<file path="config.mk">
export PLATFORM = sky130hd
export DESIGN_NAME = alu_input_sequencer
export DESIGN_NICKNAME = d
export VERILOG_FILES = /design/src/rtl/alu_input_sequencer_pkg.sv /design/src/rtl/alu_input_sequencer_btn_debounce.sv /design/src/rtl/alu_input_sequencer.sv
export SDC_FILE = /design/constraint.sdc
export NUM_CORES = 1
export LEC_CHECK = 0
export BUFFER_PORTS_ARGS = -buffer_cell sky130_fd_sc_hd__clkbuf_2
export CAP_MARGIN = 25
export CORE_MARGIN = 2
export CORE_UTILIZATION = 46
export DETAILED_ROUTE_END_ITERATION = 6
export GPL_ROUTABILITY_DRIVEN = 0
export GPL_TIMING_DRIVEN = 0
export HOLD_SLACK_MARGIN = 0.06
export PLACE_DENSITY = 0.77
export SYNTH_ARGS = -nofsm -noshare
export SYNTH_HDL_FRONTEND = slang
export SYNTH_SLANG_ARGS = --single-unit
</file>
<file path="constraint.sdc">
create_clock -name i_clock -period 1.1 [get_ports i_clock]
set_input_delay 0.165 -clock i_clock [delete_from_list [all_inputs] [get_ports i_clock]]
set_output_delay 0.165 -clock i_clock [all_outputs]
set_load 0.005 [all_outputs]
</file>
<file path="src/rtl/alu_input_sequencer_pkg.sv">
// Shared definitions for the ALU front-end: opcode values, FSM state encoding
// and the opcode legality check used before starting the ALU.
package alu_input_sequencer_pkg;

  localparam int OP_W = 6;

  localparam logic [OP_W-1:0] OP_ADD = 6'b100000;
  localparam logic [OP_W-1:0] OP_SUB = 6'b100010;
  localparam logic [OP_W-1:0] OP_AND = 6'b100100;
  localparam logic [OP_W-1:0] OP_OR  = 6'b100101;
  localparam logic [OP_W-1:0] OP_XOR = 6'b100110;
  localparam logic [OP_W-1:0] OP_NOR = 6'b100111;
  localparam logic [OP_W-1:0] OP_SRA = 6'b000011;
  localparam logic [OP_W-1:0] OP_SRL = 6'b000010;

  typedef enum logic [2:0] {
    S_LOAD_A  = 3'd0,
    S_LOAD_B  = 3'd1,
    S_LOAD_OP = 3'd2,
    S_EXEC    = 3'd3,
    S_SHOW    = 3'd4
  } state_t;

  function automatic logic is_legal_op(input logic [OP_W-1:0] op);
    case (op)
      OP_ADD, OP_SUB, OP_AND, OP_OR,
      OP_XOR, OP_NOR, OP_SRA, OP_SRL: return 1'b1;
      default:                        return 1'b0;
    endcase
  endfunction

endpackage

</file>
<file path="src/rtl/alu_input_sequencer_btn_debounce.sv">
// One raw push button -> synchronised, debounced level -> single-cycle pulse on
// each accepted press. A held button produces exactly one pulse.
module alu_input_sequencer_btn_debounce #(
  parameter int DEBOUNCE_CYCLES = 4
) (
  input  logic i_clock,
  input  logic i_reset,
  input  logic i_btn,
  output logic o_pulse
);

  localparam int CNT_W = (DEBOUNCE_CYCLES > 1) ? $clog2(DEBOUNCE_CYCLES) : 1;
  localparam logic [CNT_W-1:0] CNT_LAST = CNT_W'(DEBOUNCE_CYCLES - 1);

  logic             sync1;
  logic             sync2;
  logic             deb;
  logic             deb_d;
  logic [CNT_W-1:0] cnt;

  // NOTE: sequential state uses non-blocking assignments so every register
  // samples pre-edge values; sync1->sync2 only forms a real 2-FF chain this way.
  always_ff @(posedge i_clock) begin
    if (i_reset) begin
      sync1   <= 1'b0;
      sync2   <= 1'b0;
      deb     <= 1'b0;
      deb_d   <= 1'b0;
      cnt     <= '0;
      o_pulse <= 1'b0;
    end else begin
      sync1   <= i_btn;
      sync2   <= sync1;
      deb_d   <= deb;
      o_pulse <= deb & ~deb_d;
      // Any sample agreeing with the accepted level restarts the stability count.
      if (sync2 == deb) begin
        cnt <= '0;
      end else if (cnt == CNT_LAST) begin
        deb <= ~deb;
        cnt <= '0;
      end else begin
        cnt <= cnt + CNT_W'(1);
      end
    end
  end

endmodule

</file>
<file path="src/rtl/alu_input_sequencer.sv">
// Board-side controller for the ALU: loads A, B and the opcode from the switches
// on debounced button presses, pulses the ALU start and latches its result.
module alu_input_sequencer
  import alu_input_sequencer_pkg::*;
#(
  parameter int NB_DATA         = 8,
  parameter int NB_OP           = OP_W,
  parameter int DEBOUNCE_CYCLES = 4
) (
  input  logic               i_clock,
  input  logic               i_reset,
  input  logic [NB_DATA-1:0] i_sw,
  input  logic               i_btn_a,
  input  logic               i_btn_b,
  input  logic               i_btn_op,
  input  logic [NB_DATA:0]   i_alu_result,
  output logic [NB_DATA-1:0] o_data_a,
  output logic [NB_DATA-1:0] o_data_b,
  output logic [NB_OP-1:0]   o_op,
  output logic               o_alu_start,
  output logic [NB_DATA:0]   o_led,
  output logic [2:0]         o_state,
  output logic               o_err
);

  logic   pulse_a;
  logic   pulse_b;
  logic   pulse_op;
  state_t state;
  state_t state_next;
  logic   op_legal;
  logic   load_a;
  logic   load_b;
  logic   op_try;
  logic   load_led;
  logic   clr_err;

  alu_input_sequencer_btn_debounce #(.DEBOUNCE_CYCLES(DEBOUNCE_CYCLES)) u_db_a (
    .i_clock (i_clock),
    .i_reset (i_reset),
    .i_btn   (i_btn_a),
    .o_pulse (pulse_a)
  );

  alu_input_sequencer_btn_debounce #(.DEBOUNCE_CYCLES(DEBOUNCE_CYCLES)) u_db_b (
    .i_clock (i_clock),
    .i_reset (i_reset),
    .i_btn   (i_btn_b),
    .o_pulse (pulse_b)
  );

  alu_input_sequencer_btn_debounce #(.DEBOUNCE_CYCLES(DEBOUNCE_CYCLES)) u_db_op (
    .i_clock (i_clock),
    .i_reset (i_reset),
    .i_btn   (i_btn_op),
    .o_pulse (pulse_op)
  );

  assign op_legal = is_legal_op(i_sw[NB_OP-1:0]);

  always_ff @(posedge i_clock) begin
    if (i_reset) state <= S_LOAD_A;
    else         state <= state_next;
  end

  // NOTE: every comb output gets a default first so no path leaves it unassigned,
  // which would otherwise infer a latch.
  always_comb begin
    state_next = state;
    case (state)
      S_LOAD_A:  if (pulse_a)              state_next = S_LOAD_B;
      S_LOAD_B:  if (pulse_b)              state_next = S_LOAD_OP;
      S_LOAD_OP: if (pulse_op && op_legal) state_next = S_EXEC;
      S_EXEC:                              state_next = S_SHOW;
      S_SHOW:    if (pulse_a)              state_next = S_LOAD_B;
      default:                             state_next = S_LOAD_A;
    endcase
  end

  // Pulses that do not belong to the current state are simply not used here,
  // so they are dropped rather than queued. B wins over a reload of A.
  always_comb begin
    load_a      = 1'b0;
    load_b      = 1'b0;
    op_try      = 1'b0;
    load_led    = 1'b0;
    clr_err     = 1'b0;
    o_alu_start = 1'b0;
    case (state)
      S_LOAD_A:  load_a = pulse_a;
      S_LOAD_B: begin
        load_b = pulse_b;
        load_a = pulse_a & ~pulse_b;
      end
      S_LOAD_OP: op_try = pulse_op;
      S_EXEC: begin
        o_alu_start = 1'b1;
        load_led    = 1'b1;
      end
      S_SHOW: begin
        load_a  = pulse_a;
        clr_err = pulse_a;
      end
      default: ;
    endcase
  end

  assign o_state = state;

  always_ff @(posedge i_clock) begin
    if (i_reset) begin
      o_data_a <= '0;
      o_data_b <= '0;
      o_op     <= '0;
      o_led    <= '0;
      o_err    <= 1'b0;
    end else begin
      if (load_a)   o_data_a <= i_sw;
      if (load_b)   o_data_b <= i_sw;
      if (load_led) o_led    <= i_alu_result;
      if (op_try) begin
        o_err <= ~op_legal;
        if (op_legal) o_op <= i_sw[NB_OP-1:0];
      end else if (clr_err) begin
        o_err <= 1'b0;
      end
    end
  end

endmodule

</file>
# ---- After elaboration in Yosys (flattened, before gate mapping)
# Cells that the tools add are included.
dict set report op_classes {
  addsub 3
  multipliers 0
  div_mod_pow 0
  n_lt_le_gt_ge 0
  n_eq_ne 21
  shift 0
  muxes 12
  bitwise 15
  reduce_logical 13
}
# cell count
set ops {}
lappend ops {{6-bit == test (second input constant)} 6}
lappend ops {{6-bit by 2-bit == test with 1-bit output (second input constant)} 2}
lappend ops {{3-bit one-hot mux with 4 select lines} 1}
lappend ops {{1-bit inverter} 11}
lappend ops {{3-bit two-way mux} 3}
lappend ops {{3-bit OR reduction} 3}
lappend ops {{2-bit AND reduction} 4}
lappend ops {{8-bit OR reduction} 1}
lappend ops {{1-bit two-way mux} 7}
lappend ops {{2-bit by 1-bit adder with 2-bit output (second input constant)} 3}
lappend ops {{2-bit == test (second input constant)} 3}
lappend ops {{3-bit by 2-bit == test with 1-bit output (second input constant)} 2}
lappend ops {{1-bit bitwise AND} 4}
lappend ops {{2-bit by 1-bit != test with 1-bit output (second input constant)} 2}
lappend ops {{1-bit == test} 3}
lappend ops {{3-bit by 1-bit == test with 1-bit output (second input constant)} 1}
lappend ops {{3-bit == test (second input constant)} 1}
lappend ops {{3-bit zero test} 1}
lappend ops {{3-bit AND reduction} 1}
lappend ops {{2-bit != test (second input constant)} 1}
lappend ops {{1-bit one-hot mux with 2 select lines} 1}
lappend ops {{2-bit nonzero test} 1}
lappend ops {{2-bit OR reduction} 1}
lappend ops {{1-bit logical AND} 1}
dict set report word_totals {
  regBits 56
  latchBits 0
  mem_bits_rw 0
  mem_bits_ro 0
  in_bits 22
  elab_cells 88
  n_memories 0
}

# ---- Depth between registers and ports, before layout
dict set report logic_depth {
  word_depth 6
  depth_mapped 5
  ltp_nobuf 4
}

# ---- Hierarchy
# A second synthesis with hierarchy kept.
dict set report hier_totals {
  hier_cells 194
  hier_area_um2 1991.9
}
# module instances cells_each area_per_inst_um2 seq_area_each_um2
set modules_own_cells {}
lappend modules_own_cells {alu_input_sequencer 1 143 1320.0 700.7}
lappend modules_own_cells {alu_input_sequencer_btn_debounce 3 17 224.0 140.1}

# ---- Worst setup path after synthesis
# No wires, ideal clock.
dict set report synth_path {
  path_kind {flip-flop to flip-flop}
  start {register state[2] (netlist: o_state[2])}
  end {register o_data_a[0]}
  t_arrival_ns 0.994
  t_required_ns 0.983
  path_slack_ns -0.011
  path_stages_with_launch 6
  n_path_buf 1
  synth_period_minus_slack_ns 1.111
  path_cell_list {dfxtp_1 o21ai_0 nand3b_1 buf_6 mux2i_1 nor2_1}
}
dict set report synth_between {
  elab_chain_cells 3
}
# element line
set synth_rtl {}
lappend synth_rtl {{start, declared} alu_input_sequencer.sv:29} ;# state_t state;
lappend synth_rtl {{start signal, assigned} alu_input_sequencer.sv:63} ;# else state <= state_next;
lappend synth_rtl {{3-bit == test / 3-bit zero test (equally long branches)} alu_input_sequencer.sv:89} ;# case (state)
lappend synth_rtl {{2-bit OR reduction (no line)} n/a}
lappend synth_rtl {{1-bit one-hot mux with 2 select lines (*)} alu_input_sequencer.sv:89}
lappend synth_rtl {{end signal, assigned} alu_input_sequencer.sv:118} ;# if (load_a) o_data_a <= i_sw;
lappend synth_rtl {{end, declared} alu_input_sequencer.sv:17} ;# output logic [NB_DATA-1:0] o_data_a,
# Every way passes the cells marked *; elsewhere a longest branch is shown, timed or not.
# A chain may end at the register's enable or synchronous reset.

# ---- Final worst setup path
dict set report layout_path {
  start {register state[2] (netlist: o_state[2])}
  end {register o_op[1]}
}
dict set report layout_between {
  elab_chain_cells 3
}
# element line
set layout_rtl {}
lappend layout_rtl {{3-bit by 2-bit == test with 1-bit output} alu_input_sequencer.sv:89}
lappend layout_rtl {{1-bit two-way mux} alu_input_sequencer.sv:89}
lappend layout_rtl {{2-bit AND reduction (no line)} n/a}
lappend layout_rtl {{end signal, assigned} alu_input_sequencer.sv:123} ;# if (op_legal) o_op <= i_sw[NB_OP-1:0];
lappend layout_rtl {{end, declared} alu_input_sequencer.sv:19} ;# output logic [NB_OP-1:0] o_op,
# No other way between the ends.

==> results.py <==
metrics = {
    "sta": {
        "setup_tns_ns": -2.821,
        "maxSlewHeadroom_pct": 64.54,
        "finClkSkew_ns": 0.002792,
        "final_max_slew_viol_count": 0,
        "whs_ns": 0.06848,
        "period_minus_slack_ns": 1.289,
        "rsz0062_at_grt": "yes",
        "max_freq_mhz": 775.6,
        "finalHoldViolations": 0,
        "final-setup-viol-count": 27,
        "tightest_slew_ns": 0.5319,
        "min_period_over_period_pct": 117.2,
        "fin_ws_ns": -0.1893,
    },
    "global_route": {
        "grt_max_degree": 17,
        "antenna_found_initial": 0,
        "grt_overflow": 0,
        "grt_pass1_vias": 1599,
        "grt_pass1_wl_um": 7086,
        "grtUsageTotal_pct": 17.75,
    },
    "route": {
        "vias_per_cell": 4.988,
        "drt-initial-drc-count": 84,
        "drt_wl_total_um": 4607,
        "routed-wl-met3_um": 223,
        "wl_per_cell_um": 13.51,
        "met2WireLength_um": 2378,
        "top_layer_used": "met4",
        "drc": 0,
        "dr.pass1.iters": 4,
        "ant_nets": 0,
        "drt-met1-wl_um": 1966,
        "num_vias": 1701,
    },
    "cts": {
        "cts.sinks": 56,
        "cts_tree": "yes",
        "cts_buffers": 5,
        "clk_latency_ns": 0.30,
        "clock_path_buffers": 2,
        "htree_levels": 2,
        "path_clk_slew_ns": 0.10,
        "clock-root-buffer": "clkbuf_8",
    },
    "die": {
        "die_h_um": 70.79,
        "rows": 24,
        "core_um2": 4324,
        "io-pin-count": 58,
        "die_area_um2": 5011,
        "die_w_um": 70.79,
        "initial_core_util_pct": 47.45,
    },
    "final_layout": {
        "drive_above_1_share_pct": 43.94,
        "final_util_pct": 64.93,
        "antennaDiodeCount": 0,
        "area_growth_pct": 36.83,
        "nNetsFinal": 313,
        "fin_area_um2": 2808,
        "instances_no_fill": 341,
    },
    "logic_synthesis": {
        "avgSynthCellArea_um2": 9.725,
        "synth_cell_types": 29,
        "postSynthCellCount": 211,
        "synth-seq-cells": 56,
        "syn_nets": 236,
        "synth_area_um2": 2052,
        "yosysSeqAreaShare_pct": 54.63,
        "ys.warnings.count": 0,
    },
    "worst_setup_path": {
        "critical-path-top-delay-family": "simple AND/OR/NAND/NOR gates",
        "setup.worst_path.end_class": "register",
        "crit_path_max_incr_delay_ns": 0.37,
        "worstSetupStartpointType": "register",
        "arrival_ns": 1.52,
        "cp_max_fo": 6,
        "crit_buf_inv": 2,
        "cp_slowest_cell": "dfxtp_4",
        "critical_path_class": "reg -> reg",
        "crit_required_ns": 1.33,
        "path_cells": "buf_6, nand3b_1, nor2_4, buf_12, mux2i_1",
    },
    "pwr": {
        "p_per_area_nw_per_um2": 1196,
        "finalPower_mw": 3.358,
        "p_leak_nw": 1.295,
        "irDropWorstVdd_uv": 706.0,
    },
    "place": {
        "place_ws_ns": -0.1281,
        "portBuffers": 56,
        "dp_cells": 319,
        "dpl.hpwl_um": 2846,
        "dpl_cell_area_um2": 2399,
    },
    "status": {
        "violations": "setup timing",
        "status": "finished with violations",
    },
    "job": {
        "cap_viol_max_count": 0,
    },
    "min_path": {
        "hp-class": "in -> reg",
    },
}
==> per-layer routing <==
metal	up-vias	global-route usage, %
met4	0	4.403
met5	-	0
met3	5	5.413
li1	856	-
met2	39	31.78
met1	801	20.68
==> cells in the mapped netlist <==
master	instances	area (µm²)
nor2b_1	13	81.33
inv_1	5	18.77
a2bb2oi_1	1	8.760
xnor2_1	3	26.28
clkbuf_1	2	7.510
a221oi_1	1	8.760
nor3_1	1	5.000
buf_6	2	22.52
nor3b_1	3	22.52
nand3b_4	1	20.02
nand2_1	27	101.4
a21oi_1	19	95.09
ha_1	3	37.54
a31oi_1	1	6.260
nand2b_1	8	50.05
or3_1	3	18.77
buf_4	2	15.01
nor2_1	20	75.07
nand3b_1	4	30.03
buf_2	6	30.03
o21ai_0	1	5.000
mux2i_1	15	150.1
nor4_1	1	6.260
nand3_1	9	45.04
dfxtp_1	56	1121
o2111ai_2	1	15.01
nor2_4	1	11.26
and3b_1	1	8.760
nor2b_2	1	8.760
==> report_power, final <==
group	switching, mW	internal (mW)
Sequential	0.00894	2.04
Combinational	0.0825	0.0669
Clock	0.657	0.505
Total	0.748	2.61
==> worst paths after layout <==
kind	depth (start not counted)	startpoint	end	slack [ns]
min	2	i_btn_op	u_db_op.sync1	0.07
min reg2reg	1	u_db_b.deb_d	u_db_b.o_pulse	0.39
max	5	o_state[2]	o_op[1]	-0.19
max reg2reg	5	o_state[2]	o_op[1]	-0.19
==> cell type report <==
class,instances,area [µm²]
Buffer,11,96.34
Inverter,5,18.77
Clock buffer,6,82.58
Multi-Input combinational cell,139,979.7
Clock inverter,2,10.01
Sequential cell,56,1134
Tap cell,52,65.06
Fill cell,351,1516
Timing Repair Buffer,70,421.7
==> cell usage in the layout, fill, tap and decap left out, types with 3 or more instances in the layout <==
master,netlist,routed
a21oi_1,19,11
xnor2_1,3,3
buf_4,2,8
buf_6,2,8
nor2_1,20,18
nor2b_1,13,13
clkbuf_8,0,6
dfxtp_1,56,50
a21oi_2,0,8
buf_2,6,4
nand2_2,0,4
clkbuf_2,0,55
nand3b_1,4,4
nor3b_2,0,3
nand2_4,0,3
or3_4,0,3
inv_1,5,3
nand3_1,9,9
dfxtp_2,0,4
nand2b_1,8,8
mux2i_1,15,15
nand2_1,27,20
==> state kept, by name, summed over array words and instances (netlist names), 2 cells and up <==
signal,flops
u_db_b.cnt,2
u_db_a.cnt,2
u_db_op.cnt,2
o_data_b,8
o_state,3
o_data_a,8
o_op,6
o_led,9
==> cell families after synthesis <==
group	after synthesis	synth area share, %
buf+inv	17	4.573
fa+ha+maj	3	1.829
compound gates	24	6.768
xor+xnor	3	1.281
mux	15	7.317
simple gates	93	23.60
flops	56	54.63
==> timing repair <==
action                     4_1_cts  5_1_grt
setup endpoints to repair       37       42
pin swaps                       12       12
gates cloned                     0        1
hold buffers                     1        0
setup buffers                    9        5
hold endpoints to repair         1        0
gates resized for setup         21       37
Power figures use the tool's default switching activity.
